### src/rtl/oc_pkg.sv
// oc_pkg: shared definitions for the output-compare channel and its sequencer.
//   - oc register addresses (OCCONF, OCR), oc mode encoding, timer-select bit
//   - sequencer register map, CTRL/STAT bit positions, FSM state enum
//   - seq_entry_t: one queued {compare value, OCCONF value} pair
package oc_pkg;

  // oc channel register port
  localparam logic [31:0] OC_ADDR_OCCONF = 32'd0;
  localparam logic [31:0] OC_ADDR_OCR    = 32'd1;

  // OCCONF[2:0] mode field
  typedef enum logic [2:0] {
    OC_MODE_OFF       = 3'd0,
    OC_MODE_SET_HIGH  = 3'd1,
    OC_MODE_SET_LOW   = 3'd2,
    OC_MODE_TOGGLE    = 3'd3,
    OC_MODE_PULSE     = 3'd4,
    OC_MODE_PULSE_CNT = 3'd5,
    OC_MODE_PWM       = 3'd6,
    OC_MODE_PWM_FAULT = 3'd7
  } oc_mode_e;

  // OCCONF timer select: 0 = tm1, 1 = tm2
  localparam int unsigned OC_TM_WRK = 3;

  // Sequencer register map (CPU word addresses)
  localparam logic [31:0] SEQ_ADDR_CTRL = 32'd0;
  localparam logic [31:0] SEQ_ADDR_STAT = 32'd1;
  localparam logic [31:0] SEQ_ADDR_CMP  = 32'd2;
  localparam logic [31:0] SEQ_ADDR_PUSH = 32'd3;

  // CTRL bits
  localparam int unsigned CTRL_EN    = 0;
  localparam int unsigned CTRL_LOOP  = 1;
  localparam int unsigned CTRL_FLUSH = 2;

  // STAT bits (count occupies [CW-1:0])
  localparam int unsigned STAT_EMPTY = 8;
  localparam int unsigned STAT_FULL  = 9;
  localparam int unsigned STAT_BUSY  = 10;
  localparam int unsigned STAT_OVR   = 11;

  typedef enum logic [2:0] {
    SEQ_IDLE      = 3'd0,
    SEQ_LOAD_OCR  = 3'd1,
    SEQ_LOAD_CONF = 3'd2,
    SEQ_WAIT      = 3'd3,
    SEQ_ADVANCE   = 3'd4
  } seq_state_e;

  typedef struct packed {
    logic [31:0] cmp;
    logic [31:0] conf;
  } seq_entry_t;

endpackage

### src/rtl/oc_seq_fifo.sv
// oc_seq_fifo: synchronous FIFO holding sequencer entries.
//   clk, rst (async, active-high)
//   push_i/data_i : write one entry at the tail
//   pop_i         : drop the head
//   flush_i       : empty the FIFO (overrides push and pop)
//   head_o        : current head entry (combinational from storage)
//   count_o, full_o, empty_o : fill level
// Push and pop in the same cycle are legal at any fill level; when full,
// the pop frees the slot the push needs, so the push is accepted.
module oc_seq_fifo #(
  parameter int unsigned DEPTH = 8,
  parameter int unsigned CW    = $clog2(DEPTH) + 1,
  parameter int unsigned W     = 64
) (
  input  logic          clk,
  input  logic          rst,
  input  logic          push_i,
  input  logic          pop_i,
  input  logic          flush_i,
  input  logic [W-1:0]  data_i,
  output logic [W-1:0]  head_o,
  output logic [CW-1:0] count_o,
  output logic          full_o,
  output logic          empty_o
);

  localparam int unsigned    AW       = $clog2(DEPTH);
  localparam logic [CW-1:0]  FULL_CNT = CW'(DEPTH);

  logic [W-1:0]  mem_q [DEPTH];
  logic [AW-1:0] rd_ptr_q, rd_ptr_d;
  logic [AW-1:0] wr_ptr_q, wr_ptr_d;
  logic [CW-1:0] count_q, count_d;
  logic          do_push, do_pop;

  always_comb begin
    do_pop   = pop_i && (count_q != '0) && !flush_i;
    do_push  = push_i && ((count_q != FULL_CNT) || do_pop) && !flush_i;
    rd_ptr_d = rd_ptr_q;
    wr_ptr_d = wr_ptr_q;
    count_d  = count_q;
    if (flush_i) begin
      rd_ptr_d = '0;
      wr_ptr_d = '0;
      count_d  = '0;
    end else begin
      if (do_pop)  rd_ptr_d = rd_ptr_q + 1'b1;
      if (do_push) wr_ptr_d = wr_ptr_q + 1'b1;
      unique case ({do_push, do_pop})
        2'b10:   count_d = count_q + 1'b1;
        2'b01:   count_d = count_q - 1'b1;
        default: count_d = count_q;
      endcase
    end
  end

  always_ff @(posedge clk or posedge rst) begin
    if (rst) begin
      rd_ptr_q <= '0;
      wr_ptr_q <= '0;
      count_q  <= '0;
    end else begin
      rd_ptr_q <= rd_ptr_d;
      wr_ptr_q <= wr_ptr_d;
      count_q  <= count_d;
    end
  end

  // Storage needs no reset: nothing reads a slot before it is written.
  always_ff @(posedge clk) begin
    if (do_push) mem_q[wr_ptr_q] <= data_i;
  end

  assign head_o  = mem_q[rd_ptr_q];
  assign count_o = count_q;
  assign full_o  = (count_q == FULL_CNT);
  assign empty_o = (count_q == '0);

endmodule

### src/rtl/oc_seq.sv
// oc_seq: output-compare sequencer. Queues {compare, OCCONF} entries written
// over the CPU bus and reprograms one oc channel (OCR then OCCONF) each time
// the selected timer matches the head's compare value.
//   clk, rst (async, active-high)
//   addr_i/data_i/wr_i/rd_i/data_o : CPU register port (CTRL, STAT, CMP, PUSH)
//   tm1, tm2                        : timer counts, selected by conf bit3
//   oc_addr_o/oc_data_o/oc_wr_o     : write port into the oc channel
// Build option: define OC_SEQ_LOOP_EN to implement CTRL.LOOP (retired entries
// are re-queued at the tail); without it LOOP reads 0 and is never stored.
module oc_seq
  import oc_pkg::*;
#(
  parameter int unsigned DEPTH = 8,
  parameter int unsigned CW    = $clog2(DEPTH) + 1
) (
  input  logic        clk,
  input  logic        rst,
  input  logic [31:0] addr_i,
  input  logic [31:0] data_i,
  input  logic        wr_i,
  input  logic        rd_i,
  output logic [31:0] data_o,
  input  logic [31:0] tm1,
  input  logic [31:0] tm2,
  output logic [31:0] oc_addr_o,
  output logic [31:0] oc_data_o,
  output logic        oc_wr_o
);

  seq_state_e    state_q, state_d;
  logic          en_q, en_d;
  logic [31:0]   cmp_q, cmp_d;
  logic          ovr_q, ovr_d;
  logic [31:0]   rdata_q, rdata_d;
  logic          oc_wr_q, oc_wr_d;
  logic [31:0]   oc_addr_q, oc_addr_d;
  logic [31:0]   oc_data_q, oc_data_d;

  logic          loop_en;
`ifdef OC_SEQ_LOOP_EN
  logic          loop_q, loop_d;
  assign loop_en = loop_q;
`else
  assign loop_en = 1'b0;
`endif

  logic          wr_ctrl, wr_stat, wr_cmp, wr_push;
  logic          flush, advance, repush, push_req, push_ok;
  logic          fifo_push;
  logic [63:0]   fifo_wdata, fifo_head;
  logic [CW-1:0] fifo_count;
  logic          fifo_full, fifo_empty;
  seq_entry_t    head;
  logic [31:0]   sel_tm;
  logic [31:0]   stat_word, ctrl_word;

  assign head = seq_entry_t'(fifo_head);

  oc_seq_fifo #(
    .DEPTH (DEPTH),
    .CW    (CW),
    .W     (64)
  ) u_fifo (
    .clk     (clk),
    .rst     (rst),
    .push_i  (fifo_push),
    .pop_i   (advance),
    .flush_i (flush),
    .data_i  (fifo_wdata),
    .head_o  (fifo_head),
    .count_o (fifo_count),
    .full_o  (fifo_full),
    .empty_o (fifo_empty)
  );

  // Bus decode and FIFO write arbitration
  always_comb begin
    wr_ctrl  = wr_i && (addr_i == SEQ_ADDR_CTRL);
    wr_stat  = wr_i && (addr_i == SEQ_ADDR_STAT);
    wr_cmp   = wr_i && (addr_i == SEQ_ADDR_CMP);
    wr_push  = wr_i && (addr_i == SEQ_ADDR_PUSH);
    flush    = wr_ctrl && data_i[CTRL_FLUSH];
    advance  = (state_q == SEQ_ADVANCE) && !flush;
    repush   = advance && loop_en;
    push_req = wr_push && !flush;
    // The single FIFO write port belongs to the loop re-push in ADVANCE;
    // a CPU push colliding with it is dropped and flagged as overrun.
    push_ok    = push_req && !repush && (!fifo_full || advance);
    fifo_push  = repush || push_ok;
    fifo_wdata = repush ? fifo_head : {cmp_q, data_i};
  end

  // Register file
  always_comb begin
    en_d  = wr_ctrl ? data_i[CTRL_EN] : en_q;
    cmp_d = wr_cmp ? data_i : cmp_q;
`ifdef OC_SEQ_LOOP_EN
    loop_d = wr_ctrl ? data_i[CTRL_LOOP] : loop_q;
`endif
    ovr_d = ovr_q;
    if (flush)                            ovr_d = 1'b0;
    else if (push_req && !push_ok)        ovr_d = 1'b1;
    else if (wr_stat && data_i[STAT_OVR]) ovr_d = 1'b0;

    ctrl_word            = '0;
    ctrl_word[CTRL_EN]   = en_q;
    ctrl_word[CTRL_LOOP] = loop_en;

    stat_word             = '0;
    stat_word[CW-1:0]     = fifo_count;
    stat_word[STAT_EMPTY] = fifo_empty;
    stat_word[STAT_FULL]  = fifo_full;
    stat_word[STAT_BUSY]  = (state_q != SEQ_IDLE);
    stat_word[STAT_OVR]   = ovr_q;

    rdata_d = rdata_q;
    if (rd_i) begin
      case (addr_i)
        SEQ_ADDR_CTRL: rdata_d = ctrl_word;
        SEQ_ADDR_STAT: rdata_d = stat_word;
        SEQ_ADDR_CMP:  rdata_d = cmp_q;
        default:       rdata_d = '0;
      endcase
    end
  end

  // Sequencer FSM; oc outputs are computed one state ahead so they are
  // registered yet aligned with LOAD_OCR/LOAD_CONF.
  always_comb begin
    sel_tm    = head.conf[OC_TM_WRK] ? tm2 : tm1;
    state_d   = state_q;
    oc_wr_d   = 1'b0;
    oc_addr_d = oc_addr_q;
    oc_data_d = oc_data_q;
    case (state_q)
      SEQ_IDLE: begin
        if (en_q && !fifo_empty) begin
          state_d   = SEQ_LOAD_OCR;
          oc_wr_d   = 1'b1;
          oc_addr_d = OC_ADDR_OCR;
          oc_data_d = head.cmp;
        end
      end
      SEQ_LOAD_OCR: begin
        state_d   = SEQ_LOAD_CONF;
        oc_wr_d   = 1'b1;
        oc_addr_d = OC_ADDR_OCCONF;
        oc_data_d = head.conf;
      end
      SEQ_LOAD_CONF: state_d = SEQ_WAIT;
      SEQ_WAIT: begin
        if (sel_tm == head.cmp) state_d = SEQ_ADVANCE;
        else if (!en_q)         state_d = SEQ_IDLE;
      end
      default: state_d = SEQ_IDLE;
    endcase
    if (flush) begin
      state_d   = SEQ_IDLE;
      oc_wr_d   = 1'b0;
      oc_addr_d = oc_addr_q;
      oc_data_d = oc_data_q;
    end
  end

  always_ff @(posedge clk or posedge rst) begin
    if (rst) begin
      state_q   <= SEQ_IDLE;
      en_q      <= 1'b0;
      cmp_q     <= '0;
      ovr_q     <= 1'b0;
      rdata_q   <= '0;
      oc_wr_q   <= 1'b0;
      oc_addr_q <= '0;
      oc_data_q <= '0;
`ifdef OC_SEQ_LOOP_EN
      loop_q    <= 1'b0;
`endif
    end else begin
      state_q   <= state_d;
      en_q      <= en_d;
      cmp_q     <= cmp_d;
      ovr_q     <= ovr_d;
      rdata_q   <= rdata_d;
      oc_wr_q   <= oc_wr_d;
      oc_addr_q <= oc_addr_d;
      oc_data_q <= oc_data_d;
`ifdef OC_SEQ_LOOP_EN
      loop_q    <= loop_d;
`endif
    end
  end

  assign data_o    = rdata_q;
  assign oc_wr_o   = oc_wr_q;
  assign oc_addr_o = oc_addr_q;
  assign oc_data_o = oc_data_q;

endmodule

### config.mk
export PLATFORM = sky130hd
export DESIGN_NAME = oc_seq
export DESIGN_NICKNAME = d
export VERILOG_FILES = /design/src/rtl/oc_pkg.sv /design/src/rtl/oc_seq_fifo.sv /design/src/rtl/oc_seq.sv
export SDC_FILE = /design/constraint.sdc
export NUM_CORES = 1
export LEC_CHECK = 0
export BUFFER_PORTS_ARGS = -buffer_cell sky130_fd_sc_hd__buf_2
export CAP_MARGIN = 20
export CORE_MARGIN = 3
export CORE_UTILIZATION = 45
export DETAILED_ROUTE_END_ITERATION = 12
export MAX_ROUTING_LAYER = met4
export SLEW_MARGIN = 20
export SYNTH_ARGS = -nofsm -noshare
export SYNTH_HDL_FRONTEND = slang
export SYNTH_SLANG_ARGS = --single-unit
### constraint.sdc
create_clock -name clk -period 13.3 [get_ports clk]
set_input_delay 2.66 -clock clk [delete_from_list [all_inputs] [get_ports clk]]
set_output_delay 2.66 -clock clk [all_outputs]
set_load 0.005 [all_outputs]
; ---- After elaboration in Yosys (flattened, before gate mapping)
; Memories as Yosys holds them, arrays and structs flattened.
; Cells that the tools add are included.
; Widths: inputs -> output; s select.
[totals]
mem_bits_rw = 512
n_memories = 1
register_bits = 144
[op_classes]
add_sub_neg = 4
mux = 25
n_bitwise = 1
eq_ne = 15
n_reduce_logical = 33
[mem_list]
columns = memory, words, width, rd, rd_clocked_by_memory_dff, wr, line_no
row1 = u_fifo.mem_q, 8, 64, 1, 0, 1, oc_seq_fifo.sv:30  ; logic [W-1:0] mem_q [DEPTH];
[op_table]
columns = operator, count
row1 = $pmux 32 s2, 2
row2 = $mux 32, 3
row3 = $pmux 32 s3, 1
row4 = $eq 32x2->1 const B, 2
row5 = $eq 32x1->1 const B, 1
row6 = $eq 32x32->1, 1
row7 = $logic_not 32->1, 1
row8 = $mux 3, 8
row9 = $logic_and 1x1->1, 15
row10 = $pmux 3 s4, 1
row11 = $reduce_bool 3->1, 3
row12 = $pmux 4 s2, 1
row13 = $mux 1, 7
row14 = $add 3x1->3 const B, 2
row15 = $eq 3x2->1 const B, 2
row16 = $reduce_bool 2->1, 3
row17 = $add 4x1->4 const B, 1
row18 = $eq 4x4->1 const B, 1
row19 = $logic_not 1->1, 4
row20 = $logic_not 4->1, 1
row21 = $mux 4, 1
row22 = $ne 4x3->1 const B, 1
row23 = $ne 4x4->1 const B, 1
row24 = $reduce_bool 4->1, 1
row25 = other kinds (13), 14

; ---- Longest topological paths before layout
; Gate-level depths: netlist (run 1).
[depth]
depth_word = 13
depth_mapped = 12
mapped_depth_nobuf = 11

; ---- Cells and area by module
; From an unflattened synthesis (run 1), not the netlist that was laid out.
[unflattened]
hier_cells = 1289
area_unflattened_um2 = 25261.7
[modules_own_cells]
columns = module, cells_each, instances, area_per_inst_um2, seq_area_each_um2
row1 = oc_seq_fifo, 827, 1, 19959.1, 15625.0
row2 = oc_seq, 462, 1, 5302.6, 2577.5

; ---- Worst setup path before layout (run 1)
; No wires, ideal clock.
[synth_path]
path_kind = input to register
from = input addr_i[29]
to = memory u_fifo.mem_q[0][0], enable pin
arrival_ns = 8.407
required_time_ns = 12.735
setup_time_ns = 0.565
cell_stages = 9
n_path_buf = 1
setup_slack_ns = 4.329
cell_sequence = nor4_1 -> nand4_1 -> nor3_2 -> and3_1 -> buf_2 -> o21ai_0 -> nand2_1 -> or2_2 -> nor3_1
[synth_via]
elab_chain_cells = 12
elab_cells_between_ends = 17
[synth_rtl]
columns = element, line_no
row1 = "start, declared", oc_seq.sv:18  ; input logic [31:0] addr_i,
row2 = $logic_not 32->1, oc_seq.sv:78  ; wr_ctrl = wr_i && (addr_i == SEQ_ADDR_CTRL);
row3 = $logic_and 1x1->1, oc_seq.sv:78
row4 = $logic_and 1x1->1, oc_seq.sv:82  ; flush = wr_ctrl && data_i[CTRL_FLUSH];
row5 = $logic_not 1->1, -
row6 = $logic_and 1x1->1, oc_seq.sv:83  ; advance = (state_q == SEQ_ADVANCE) && !flush;
row7 = $logic_and 1x1->1 (2 in a row), oc_seq_fifo.sv:37  ; do_pop = pop_i && (count_q != '0) && !flush_i;
row8 = $logic_or 1x1->1, oc_seq_fifo.sv:38  ; do_push = push_i && ((count_q != FULL_CNT) || do_pop) && !flush_i;
row9 = $logic_and 1x1->1, oc_seq_fifo.sv:38
row10 = $logic_and 1x1->1 *, oc_seq_fifo.sv:38
row11 = $mux 1 *, oc_seq_fifo.sv:71  ; if (do_push) mem_q[wr_ptr_q] <= data_i;
row12 = $mux 1 (implied by the code) *, oc_seq_fifo.sv:71
row13 = "end, declared", oc_seq_fifo.sv:30
; Every way passes the cells marked *; elsewhere a longest branch is shown, timed or not.

; ---- Worst setup path in the final report (run 1)
[layout_path]
from = register u_fifo.rd_ptr_q[0]
to = register state_q[0]
[layout_via]
elab_chain_cells = 6
elab_cells_between_ends = 8
[layout_rtl]
columns = element, line_no
row1 = "start, declared", oc_seq_fifo.sv:31  ; logic [AW-1:0] rd_ptr_q, rd_ptr_d;
row2 = "start signal, assigned", oc_seq_fifo.sv:63  ; rd_ptr_q <= rd_ptr_d;
row3 = $mem_v2 8x64 *, -
row4 = $mux 32, oc_seq.sv:130  ; sel_tm = head.conf[OC_TM_WRK] ? tm2 : tm1;
row5 = $eq 32x32->1 *, oc_seq.sv:152  ; if (sel_tm == head.cmp) state_d = SEQ_ADVANCE;
row6 = $mux 3, oc_seq.sv:152
row7 = $pmux 3 s4, oc_seq.sv:135  ; case (state_q)
row8 = $mux 3, oc_seq.sv:157  ; if (flush) begin
row9 = "end signal, assigned", oc_seq.sv:179  ; state_q <= state_d;
row10 = "end, declared", oc_seq.sv:30  ; seq_state_e state_q, state_d;
; Marked as above.
; A chain may end at the register's enable or synchronous reset.

==> reports/summary.md, run 1 <==
Status
• **result of the run** completed

Timing
• **slew at the pin closest to its max-slew limit** 1.116 ns
• **Finish-stage setup viols** 0
• **unrepaired setup endpoints after global routing** no
• **worst clock skew** 0.01606 ns
• **FMAX** 180.3 MHz
• **TNS Setup** 0 ns
• **setup ws final** 7.752 ns
• **Max transition margin** 25.61%
• **post-route clock period utilization** 41.71%
• **final-report hold violation count** 0
• **max-slew violation total from the final report** 0
• **Hold Slack** 0.4692 ns
• **minimum clock period after layout** 5.548 ns

Logic synthesis
• **arithmetic-cell share of the synthesized area counting full adders, half adders and majority gates** 0.2784%
• **top_reg_cell synth** sky130_fd_sc_hd__edfxtp_1
• **Compound-Gate Fraction of Synth Area** 1.969%
• **post-synthesis instance area** 0.02517 mm²
• **number of flops mapped to enable cells by yosys** 512
• **number of register bits inferred by synthesis** 625
• **number of different library cells in the post-synthesis netlist** 49
• **count of warnings emitted by yosys** 0
• **per-instance average area after synthesis** 19.00 µm²
• **instance count of the mapped netlist** 1325
• **Post-Synth Simple-Gate Area** 2.754%
• **parity-gate share of the synthesized area counting xor and xnor cells** 1.322%
• **mux contribution to synthesized area** 18.29%
• **share of synthesized registers carrying an async set or reset** 18.08%
• **dominant combinational cell family by area after synthesis** multiplexers
• **portion of the post-synthesis area used by sequential elements** 72.32%

Setup path
• **Worst setup startpoint** u_fifo.rd_ptr_q[0]
• **maximum fanout count along the critical path** 36
• **setup slack, reg-to-reg** 7.75 ns
• **CP Cell Sequence** buf_4 > buf_4 > buf_4 > mux4_2 > mux2i_1 > xnor2_1 > nand4_1 > nor4_1 > nand2_1 > a41o_1
• **cell at the slowest stage of the critical path** sky130_fd_sc_hd__dfrtp_4
• **sort of element at the start of the critical path** flop
• **longest individual stage delay on the worst path** 0.89 ns
• **endpoint kind of the worst setup timing path** flop
• **startpoint of the lowest-slack register-to-register path** u_fifo.rd_ptr_q[0]
• **cell mode on critical path** sky130_fd_sc_hd__buf_4
• **CP Buf/Inv Count** 3
• **WP data arrival** 6.01 ns
• **worst endpoint required time** 13.76 ns
• **depth of the worst register-to-register path** 10
• **critical path class** reg2reg
• **largest delay contributor family on the critical path** buffers and inverters
• **worst reg2reg endpoint** state_q[0]

Drt
• **DR iter-0 viols** 931
• **total wirelength of the detailed-routed design** 56840 µm
• **post-DR vias/cell** 5.402
• **WL/cell** 24.19 µm
• **detailed-router iteration count before antenna repair** 5
• **antenna-violating nets left** 0
• **DR vias** 12694
• **drc violations** 0

GRT
• **Overall Global Routing Usage** 20.24%
• **total overflow reported by the global router** 0
• **wire length of the first global-routing pass** 85840 µm
• **number of global-route vias before repair** 13615
• **maximum number of pins on one net before global-route repair** 65
• **antenna violations before repair** 3

Worst hold path
• **Hold Crit Start** oc_data_o[19]
• **worst hold path depth** 2
• **class of the tightest hold or removal check** reg2reg
• **hold path endpoint** oc_data_o[19]

Layout
• **Final Non-Filler Cells** 2350
• **most frequent cells in the layout** sky130_fd_sc_hd__edfxtp_1 (512), sky130_fd_sc_hd__buf_2 (197), sky130_fd_sc_hd__mux4_2 (127)
• **fraction of final layout cells with drive strength greater than 1** 32.46%
• **Final #Nets** 1684
• **area growth from synthesis to layout** 15.00%
• **post-layout utilization of the core** 52.43%
• **most common library cell in the layout ignoring fill and taps** sky130_fd_sc_hd__edfxtp_1

Placed design
• **final weighted congestion in routability-driven placement** 0.7635
• **I/O Buffers** 197
• **Post-Place Setup Slack** 7.171 ns
• **cell count after placement** 2226
• **placed wire-length estimate after detailed placement** 32190 µm

Power
• **part of the total power dissipated in combinational logic** 4.0%
• **sequential share of power** 52.9%
• **Clock power frac** 43.1%
• **leak pwr** 0.01147 µW
• **power per standard cell area** 142.8 mW/mm²
• **internal power** 3285 µW
• **IR drop worst, VDD** 0.07687 mV
• **Net Sw Frac** 20.50%
• **total net switching power** 847.0 µW

Floorplanning
• **Die Height** 242.5 µm
• **Initial Utilization** 45.60%
• **area of the core** 0.05520 mm²
• **I/O pin cnt** 229
• **Std-Cell Rows** 86
• **Die X-Extent** 242.5 µm
• **full die area** 0.05881 mm²

CTS
• **clock-pin slew on the worst setup and hold paths** 0.06 ns
• **post-CTS setup buffer count** 0
• **buffers from clock root to sink, at most** 3
• **clk_lat worst skew** 0.58 ns
• **master cell of the clock root buffer** sky130_fd_sc_hd__clkbuf_16
• **level count of the clock H-tree** 3
• **CTS tree** built
• **clock tree sinks** 625
• **Inserted Clock Buffers** 67
• **CTS Hold Bufs** 0
• **PostCTS Resize Cnt** 0

Job
• **count of max-cap constraint violations** 0

-- worst max-delay path by stage --
stage	depth (start not counted)	end	slack, ns
3_5_place_dp	10	u_fifo.mem_q[2][60]	7.17
5_1_grt	10	state_q[0]	7.29
4_1_cts	10	state_q[0]	7.56
2_1_floorplan	9	u_fifo.mem_q[0][0]	4.33
3_3_place_gp	8	u_fifo.mem_q[2][28]	7.32
6_report	10	state_q[0]	7.75
-- cell usage after synthesis, drive strengths merged, types with 3 or more instances --
library cell | count | share of area [%]
nand2 | 46 | 0.69
edfxtp | 512 | 61
nor3 | 6 | 0.16
dfrtp | 113 | 11
and2 | 3 | 0.075
nand3b | 3 | 0.089
o22ai | 8 | 0.20
clkbuf | 25 | 0.37
inv | 36 | 0.54
mux2i | 101 | 4.0
xor2 | 5 | 0.17
buf | 72 | 2.1
nor4 | 9 | 0.22
nand4 | 10 | 0.25
mux4 | 127 | 11
nand2b | 3 | 0.075
xnor2 | 33 | 1.1
o21ai | 60 | 1.2
nor2 | 20 | 0.30
a21oi | 10 | 0.20
ha | 4 | 0.20
a22oi | 6 | 0.18
nand3 | 30 | 0.60
mux2 | 65 | 2.9
-- power groups by stage --
| stage | sequential, µW | clock (µW) | combinational, µW |
|---|---|---|---|
| detailed placement | 2230 | 0 | 168 |
| floorplan | 2230 | 0 | 61.5 |
| CTS | 2190 | 1820 | 169 |
| global route | 2190 | 1900 | 188 |
| global placement | 2230 | 0 | 164 |
| finish | 2190 | 1780 | 165 |
-- worst reg2reg max path: stages (launching register included) --
cell and delay [ns]:
sky130_fd_sc_hd__dfrtp_4 0.89, sky130_fd_sc_hd__buf_4 0.70, sky130_fd_sc_hd__buf_4 0.73, sky130_fd_sc_hd__buf_4 0.65, sky130_fd_sc_hd__mux4_2 0.60, sky130_fd_sc_hd__mux2i_1 0.56
sky130_fd_sc_hd__xnor2_1 0.20, sky130_fd_sc_hd__nand4_1 0.30, sky130_fd_sc_hd__nor4_1 0.33, sky130_fd_sc_hd__nand2_1 0.20, sky130_fd_sc_hd__a41o_1 0.28
-- cells by family after synthesis --
logic type | count (synthesis)
xor+xnor | 38
flops | 625
fa+ha+maj | 5
other cells | 1
mux | 293
simple gates | 140
buf+inv | 133
compound gates | 90
-- sequential cells by signal, indices dropped and copies added, names as in the netlist --
name and count:
ovr_q 1, u_fifo.count_o 4, u_fifo.mem_q 512, cmp_q 32, state_q 3, oc_wr_o 1, en_q 1, u_fifo.wr_ptr_q 3
oc_data_o 32, oc_addr_o 1, data_o 32, u_fifo.rd_ptr_q 3
-- cell type report --
class	instances	area, µm²
Tap cell	748	935.9
Clock inverter	22	182.7
Multi-Input combinational cell	597	6382
Inverter	36	140.1
Timing Repair Buffer	220	1170
Sequential cell	625	18210
Fill cell	4439	26260
Antenna cell	3	7.507
Clock buffer	99	1912
-- per-stage QoR --
stage	total power [µW]	instance area, µm²
after detailed placement	2395	26830
after CTS	4180	28930
after global placement	2390	26830
after global routing	4279	28940
after floorplan	2291	25280
final	4132	28940
-- routing by layer --
layer / track usage (%) / up-vias / share of wire, %
met5: - / - / 0
met1: 27.18 / 6635 / 44
met2: 32.22 / 362 / 49
met4: 5.640 / 0 / 1.9
li1: - / 5615 / -
met3: 3.542 / 82 / 5.3
Power figures use the tool's default switching activity.
==> inputs of run 2 (changes only) <==
--- a/config.mk
+++ b/config.mk
@@ -5,12 +5,14 @@
 export SDC_FILE = /design/constraint.sdc
 export NUM_CORES = 1
 export LEC_CHECK = 0
+export ABC_AREA = 1
 export BUFFER_PORTS_ARGS = -buffer_cell sky130_fd_sc_hd__buf_2
 export CAP_MARGIN = 20
 export CORE_MARGIN = 3
 export CORE_UTILIZATION = 45
 export DETAILED_ROUTE_END_ITERATION = 12
 export MAX_ROUTING_LAYER = met4
+export PLACE_DENSITY = 0.65
 export SLEW_MARGIN = 20
 export SYNTH_ARGS = -nofsm -noshare
 export SYNTH_HDL_FRONTEND = slang
==> constraint.sdc (replaced) <==
create_clock -name clk -period 4.5 [get_ports clk]
set_input_delay 0.9 -clock clk [delete_from_list [all_inputs] [get_ports clk]]
set_output_delay 0.9 -clock clk [all_outputs]
set_load 0.005 [all_outputs]
==> run 2 against run 1 <==
  * Hold slack lost 0.025 ns
  * Clock-buffer cell count is the same
  * Sequential cell count is the same
  * Worst setup slack lost 7.0 ns
  * Largest cell class unchanged
  * Largest power group unchanged
==> reports/summary.md, run 2 <==
Floorplanning
• **area of the core** 0.05946 mm², +7.7%
• **Die Height** 252.2 µm, +4.0%
• **I/O pin cnt** 229, unchanged
• **full die area** 0.06362 mm², +8.2%
• **Die X-Extent** 252.2 µm, +4.0%
• **Std-Cell Rows** 89, +3.5%
• **Initial Utilization** 45.88%, +0.29 points

GRT
• **maximum number of pins on one net before global-route repair** 150, +130%
• **Overall Global Routing Usage** 25.83%, +5.6 points
• **total overflow reported by the global router** 0, unchanged
• **number of global-route vias before repair** 19516, +43%
• **antenna violations before repair** 4, +1
• **wire length of the first global-routing pass** 119800 µm, +40%

Timing
• **post-route clock period utilization** 83.90%, +42 points
• **unrepaired setup endpoints after global routing** no
• **setup ws final** 0.7245 ns, -7.028 ns
• **TNS Setup** 0 ns, unchanged
• **final-report hold violation count** 0, unchanged
• **Hold Slack** 0.4440 ns, -0.02523 ns
• **Max transition margin** 36.81%, +11 points
• **Finish-stage setup viols** 0, unchanged
• **FMAX** 264.9 MHz, +47%
• **slew at the pin closest to its max-slew limit** 0.9478 ns, -0.1681 ns
• **worst clock skew** 0.03332 ns, +0.01726 ns
• **minimum clock period after layout** 3.775 ns, -1.772 ns
• **max-slew violation total from the final report** 0, unchanged

Logic synthesis
• **library cell occupying the most area in the post-synthesis netlist** sky130_fd_sc_hd__edfxtp_1
• **top_reg_cell synth** sky130_fd_sc_hd__edfxtp_1
• **per-instance average area after synthesis** 10.72 µm², -44%
• **post-synthesis instance area** 0.02728 mm², +8.4%
• **instance count of the mapped netlist** 2545, +92%
• **most instantiated library cell after synthesis** sky130_fd_sc_hd__edfxtp_1
• **number of flops mapped to enable cells by yosys** 512, unchanged
• **portion of the post-synthesis area used by sequential elements** 66.72%, -5.6 points
• **number of different library cells in the post-synthesis netlist** 37, -24%
• **Synth area leaders** sky130_fd_sc_hd__edfxtp_1 (56%), sky130_fd_sc_hd__dfrtp_1 (10%), sky130_fd_sc_hd__nand2_1 (6.1%)
• **number of register bits inferred by synthesis** 625, unchanged
• **count of warnings emitted by yosys** 0, unchanged
• **share of synthesized registers carrying an async set or reset** 18.08%, unchanged
• **most used standard cells in the synthesized netlist** sky130_fd_sc_hd__edfxtp_1 (512), sky130_fd_sc_hd__nand2_1 (444), sky130_fd_sc_hd__nor2_1 (435)
• **area share of the largest cell type after synthesis** 56.35%, -4.7 points

Drt
• **total wirelength of the detailed-routed design** 80300 µm, +41%
• **post-DR vias/cell** 5.766, +6.8%
• **DR vias** 20396, +61%
• **detailed-router iteration count before antenna repair** 6, +1
• **WL/cell** 22.70 µm, -6.1%
• **DR iter-0 viols** 2159, +130%
• **antenna-violating nets left** 0, unchanged
• **drc violations** 0, unchanged

Layout
• **fraction of final layout cells with drive strength greater than 1** 13.81%, -19 points
• **area growth from synthesis to layout** 14.19%
• **most frequent cells in the layout** sky130_fd_sc_hd__edfxtp_1 (512), sky130_fd_sc_hd__nand2_1 (442), sky130_fd_sc_hd__nor2_1 (434)
• **Largest register FFs** 512, unchanged
• **post-layout utilization of the core** 52.39%, about the same
• **register name with the most flops** u_fifo.mem_q
• **Final #Nets** 2845, +69%
• **most common library cell in the layout ignoring fill and taps** sky130_fd_sc_hd__edfxtp_1

Status
• **result of the run** completed

CTS
• **buffers from clock root to sink, at most** 3, unchanged
• **CTS Hold Bufs** 0, unchanged
• **clock-pin slew on the worst setup and hold paths** 0.06 ns, about the same
• **level count of the clock H-tree** 3, unchanged
• **PostCTS Resize Cnt** 0, unchanged
• **post-CTS setup buffer count** 0, unchanged
• **master cell of the clock root buffer** sky130_fd_sc_hd__clkbuf_16
• **Inserted Clock Buffers** 66, -1.5%
• **clk_lat worst skew** 0.60 ns, +0.02 ns
• **CTS tree** built
• **clock tree sinks** 625, unchanged

Power
• **leak pwr** 0.01262 µW, +10%
• **IR drop worst, VDD** 0.2295 mV, +200%
• **power per standard cell area** 374.6 mW/mm², +160%

Setup path
• **sort of element at the start of the critical path** flop
• **endpoint kind of the worst setup timing path** flop
• **setup slack, reg-to-reg** 0.72 ns, -7.03 ns
• **critical path class** reg2reg
• **maximum fanout count along the critical path** 106, +190%
• **worst endpoint required time** 4.99 ns, -8.77 ns
• **WP data arrival** 4.26 ns, -1.75 ns

Placed design
• **placed wire-length estimate after detailed placement** 49410 µm, +53%
• **I/O Buffers** 197, unchanged
• **Post-Place Setup Slack** 0.8975 ns, -6.273 ns
• **final weighted congestion in routability-driven placement** 0.9403, +23%

Worst hold path
• **class of the tightest hold or removal check** in2async

Job
• **count of max-cap constraint violations** 0, unchanged

[run 2: worst max-delay path, stage by stage (launching register included)]
cell                      delay [ns]
sky130_fd_sc_hd__dfrtp_4        0.69
sky130_fd_sc_hd__inv_6          0.62
sky130_fd_sc_hd__buf_12         0.37
sky130_fd_sc_hd__o21ai_0        0.16
sky130_fd_sc_hd__nand3_1        0.10
sky130_fd_sc_hd__nand2_1        0.28
sky130_fd_sc_hd__inv_1          0.18
sky130_fd_sc_hd__nand3_1        0.08
sky130_fd_sc_hd__nand2_1        0.06
sky130_fd_sc_hd__nand2_1        0.05
sky130_fd_sc_hd__nor2_1         0.09
sky130_fd_sc_hd__nand2_1        0.10
sky130_fd_sc_hd__nor2_1         0.34
sky130_fd_sc_hd__nand2_1        0.18
sky130_fd_sc_hd__nand3_1        0.13
sky130_fd_sc_hd__o21ai_1        0.09
[run 2: layout make-up]
class / count / area [µm²]
clock buffers: 99 / 1878
clock inverters: 20 / 163.9
fillers: 5158 / 28310
flip-flops and latches: 625 / 18210
inverters: 133 / 511.7
repair buffers: 243 / 1564
diodes: 5 / 12.51
multi-input cells: 1639 / 7846
well taps: 773 / 967.2
[run 2: final timing paths]
path,from,to,depth (start not counted)
max reg2reg,u_fifo.rd_ptr_q[0],state_q[0],15
min reg2reg,data_o[20],data_o[20],2
max in group asynchronous,rst,cmp_q[21],3
min,rst,data_o[8],2
max,u_fifo.rd_ptr_q[0],state_q[0],15
min in group clk,data_o[20],data_o[20],2
[run 2: stage by stage]
step / total power [µW] / area [µm²] / cells
after floorplan: 6448 / 27440 / 2575
after global routing: 12000 / 31150 / 3536
final: 11670 / 31150 / 3537
after detailed placement: 6577 / 29090 / 3412
after CTS: 11750 / 31130 / 3531
after global placement: 6571 / 29090 / 3412
[run 2: cells by family (layout without fill, tap and decap cells)]
group                    Yosys count  in the layout  share of synthesized area (%)
AO/OA/AOI/OAI                    431            431                          9.236
XOR/XNOR                           2              2                        0.06421
adder cells (fa/ha/maj)            5              5                         0.2568
buffers and inverters            311            495                          5.297
flip-flops                       625            625                          66.72
multiplexers                      25             25                          1.032
other                              1             36                        0.01374
AND/OR/NAND/NOR                 1145           1145                          17.39
[run 2: power breakdown]
group | leakage, µW | switching (µW) | total [µW] | internal [µW]
sequential | 0.00655 | 0.585 | 6220 | 6220
clock | 0.000996 | 2200 | 5210 | 3010
combinational | 0.00507 | 168 | 241 | 73.6
[run 2: per-layer routing]
| metal | track usage (%) | vias up | wire length [µm] | part of all wire (%) |
|---|---|---|---|---|
| met5 | - | - | 0 | 0 |
| met4 | 9.328 | 0 | 2518 | 3.1 |
| met3 | 5.763 | 178 | 8154 | 10 |
| met2 | 39.44 | 1074 | 37000 | 46 |
| met1 | 34.24 | 9965 | 32630 | 41 |
| li1 | - | 9179 | - | - |
==> inputs of run 3 (changes only) <==
==> constraint.sdc (replaced) <==
create_clock -name clk -period 3.1 [get_ports clk]
set_input_delay 0.62 -clock clk [delete_from_list [all_inputs] [get_ports clk]]
set_output_delay 0.62 -clock clk [all_outputs]
set_load 0.005 [all_outputs]
==> run 3 against run 2 <==
  * Die area unchanged
  * First-iteration DRC count increased by 6.6%
  * Sequential share of layout area decreased by 1.8 points
  * Routed wire length increased by 2.2%
  * Hold slack got worse by 0.25 ns
  * Global-route usage increased by 0.49 points
  * Maximum frequency increased by 31%
  * Clock skew decreased by 0.016 ns
  * Non-clock buffer count increased by 62
==> reports/summary.md, run 3 (synthesis results as in run 2) <==
Layout
• **area growth from synthesis to layout** 17.79%
• **most frequent cells in the layout** sky130_fd_sc_hd__edfxtp_1 (512), sky130_fd_sc_hd__nand2_1 (439), sky130_fd_sc_hd__nor2_1 (425)
• **Final #Nets** 2910, +2.3%
• **fraction of final layout cells with drive strength greater than 1** 16.61%, +2.8 points
• **most common library cell in the layout ignoring fill and taps** sky130_fd_sc_hd__edfxtp_1
• **register name with the most flops** u_fifo.mem_q
• **Largest register FFs** 512, unchanged

Drt
• **total wirelength of the detailed-routed design** 82070 µm, +2.2%
• **drc violations** 0, unchanged
• **post-DR vias/cell** 5.708, -1.0%
• **antenna-violating nets left** 0, unchanged
• **DR iter-0 viols** 2301, +6.6%
• **DR vias** 20573, +0.87%
• **detailed-router iteration count before antenna repair** 7, +1
• **WL/cell** 22.77 µm, +0.30%

Status
• **result of the run** completed

Placed design
• **placed wire-length estimate after detailed placement** 52660 µm, +6.6%
• **final weighted congestion in routability-driven placement** 0.9295, -1.1%
• **I/O Buffers** 197, unchanged

CTS
• **clock tree sinks** 625, unchanged
• **master cell of the clock root buffer** sky130_fd_sc_hd__clkbuf_16
• **CTS Hold Bufs** 0, unchanged
• **level count of the clock H-tree** 3, unchanged
• **buffers from clock root to sink, at most** 3, unchanged
• **clk_lat worst skew** 0.60 ns, about the same
• **post-CTS setup buffer count** 0, unchanged
• **Inserted Clock Buffers** 69, +4.5%
• **clock-pin slew on the worst setup and hold paths** 0.06 ns, about the same
• **PostCTS Resize Cnt** 0, unchanged
• **CTS tree** built

Floorplanning
• **Die Height** 252.2 µm, unchanged
• **Initial Utilization** 45.88%, unchanged
• **full die area** 0.06362 mm², unchanged
• **Std-Cell Rows** 89, unchanged
• **I/O pin cnt** 229, unchanged
• **area of the core** 0.05946 mm², unchanged
• **Die X-Extent** 252.2 µm, unchanged

Power
• **leak pwr** 0.01309 µW, +3.8%
• **power per standard cell area** 538.2 mW/mm², +44%
• **IR drop worst, VDD** 0.4035 mV, +76%

Timing
• **post-route clock period utilization** 93.20%, +9.3 points
• **minimum clock period after layout** 2.889 ns, -0.8864 ns
• **FMAX** 346.1 MHz, +31%
• **final-report hold violation count** 0, unchanged
• **slew at the pin closest to its max-slew limit** 0.8127 ns, -0.1351 ns
• **Max transition margin** 45.82%, +9.0 points
• **Hold Slack** 0.1943 ns, -0.2497 ns
• **worst clock skew** 0.01746 ns, -0.01586 ns
• **unrepaired setup endpoints after global routing** no
• **Finish-stage setup viols** 0, unchanged
• **max-slew violation total from the final report** 0, unchanged
• **TNS Setup** 0 ns, unchanged

Setup path
• **critical path class** reg2reg
• **worst endpoint required time** 3.64 ns, -1.35 ns
• **CP Buf/Inv Count** 3, unchanged
• **cell mode on critical path** sky130_fd_sc_hd__nand2_1
• **largest delay contributor family on the critical path** simple AND/OR/NAND/NOR gates
• **maximum fanout count along the critical path** 53, -50%
• **longest individual stage delay on the worst path** 0.57 ns, -0.12 ns
• **cell at the slowest stage of the critical path** sky130_fd_sc_hd__dfrtp_4
• **stages on the worst setup path** 16, +1
• **CP Cell Sequence** clkinv_8 > nand2_1 > nand3_1 > nand3_2 > nand2_2 > buf_12 > nand2_1 > nand3_1 > nand2_1 > nor2_1 > nand2_1 > nor2_1 > nand2_1 > nor2_2 > nand4_1 > inv_1
• **sort of element at the start of the critical path** flop
• **endpoint kind of the worst setup timing path** flop
• **depth of the worst register-to-register path** 16, +1
• **WP data arrival** 3.43 ns, -0.83 ns

Worst hold path
• **class of the tightest hold or removal check** in2async

GRT
• **wire length of the first global-routing pass** 121800 µm, +1.7%
• **maximum number of pins on one net before global-route repair** 114, -24%
• **antenna violations before repair** 2, -2
• **number of global-route vias before repair** 19798, +1.4%
• **Overall Global Routing Usage** 26.32%, +0.49 points
• **total overflow reported by the global router** 0, unchanged

Job
• **count of max-cap constraint violations** 0, unchanged

run 3: cell types whose count changed in the layout (fill, tap and decap cells not counted), moves of 3 or more:
cell and change:
sky130_fd_sc_hd__clkbuf_1 -7, sky130_fd_sc_hd__clkbuf_16 +3, sky130_fd_sc_hd__nor2_4 +3, sky130_fd_sc_hd__nor2_1 -9, sky130_fd_sc_hd__clkinvlp_4 +4, sky130_fd_sc_hd__nor2_2 +6
sky130_fd_sc_hd__buf_12 +23, sky130_fd_sc_hd__diode_2 -4, sky130_fd_sc_hd__buf_4 +38, sky130_fd_sc_hd__nand2_1 -3, sky130_fd_sc_hd__clkinv_1 +4
run 3: metrics by stage:
step / total power [µW] / area (µm²) / instances / util [%] / worst slack [ns]
after floorplan: 9362 / 27560 / 2575 / - / -0.4163
after global placement: 9549 / 29930 / 3475 / 50.33 / 0.1286
after detailed placement: 9557 / 29930 / 3475 / 50.33 / 0.1095
after CTS: 17410 / 32110 / 3603 / 54.00 / 0.09434
after global routing: 17820 / 32140 / 3604 / 54.04 / 0.02523
final: 17300 / 32140 / 3604 / 54.04 / 0.2109
run 3: final cells by class:
type                            instances  area [µm²]
Sequential cell                       625       18210
Timing Repair Buffer                  305        2333
Tap cell                              773       967.2
Antenna cell                            1       2.502
Fill cell                            5048       27330
Clock buffer                           95        1927
Multi-Input combinational cell       1639        7918
Clock inverter                         33       260.3
Inverter                              133       518.0
run 3: worst paths after layout:
path / from / to / slack (ns)
worst max-delay path: u_fifo.rd_ptr_q[0] / state_q[2] / 0.21
worst min-delay path: rst / data_o[9] / 0.19
worst max register to register: u_fifo.rd_ptr_q[0] / state_q[2] / 0.21
worst min register to register: data_o[9] / data_o[9] / 0.48
max in group asynchronous: rst / oc_data_o[18] / 2.26
min in group clk: data_i[0] / u_fifo.mem_q[4][0] / 0.30
run 3: worst reg2reg max path: cells and delay by family, from the launching register on:
kind,cells,cell delay [ns]
AND/OR/NAND/NOR,13,1.74
flip-flops,1,0.57
buffers and inverters,3,0.53
run 3: where the power goes:
| part | switching, µW | leakage, µW | internal [µW] |
|---|---|---|---|
| sequential | 0.743 | 0.00655 | 9030 |
| combinational | 246 | 0.00549 | 110 |
| clock | 3290 | 0.00106 | 4620 |
| total | 3530 | 0.0131 | 13800 |
run 3: layer usage:
layer / part of all wire, % / track usage [%] / up-vias
met5: 0 / - / -
met2: 47 / 41.01 / 1066
met1: 41 / 35.58 / 10056
met4: 2.7 / 8.504 / 0
met3: 9.2 / 4.394 / 135
li1: - / - / 9316
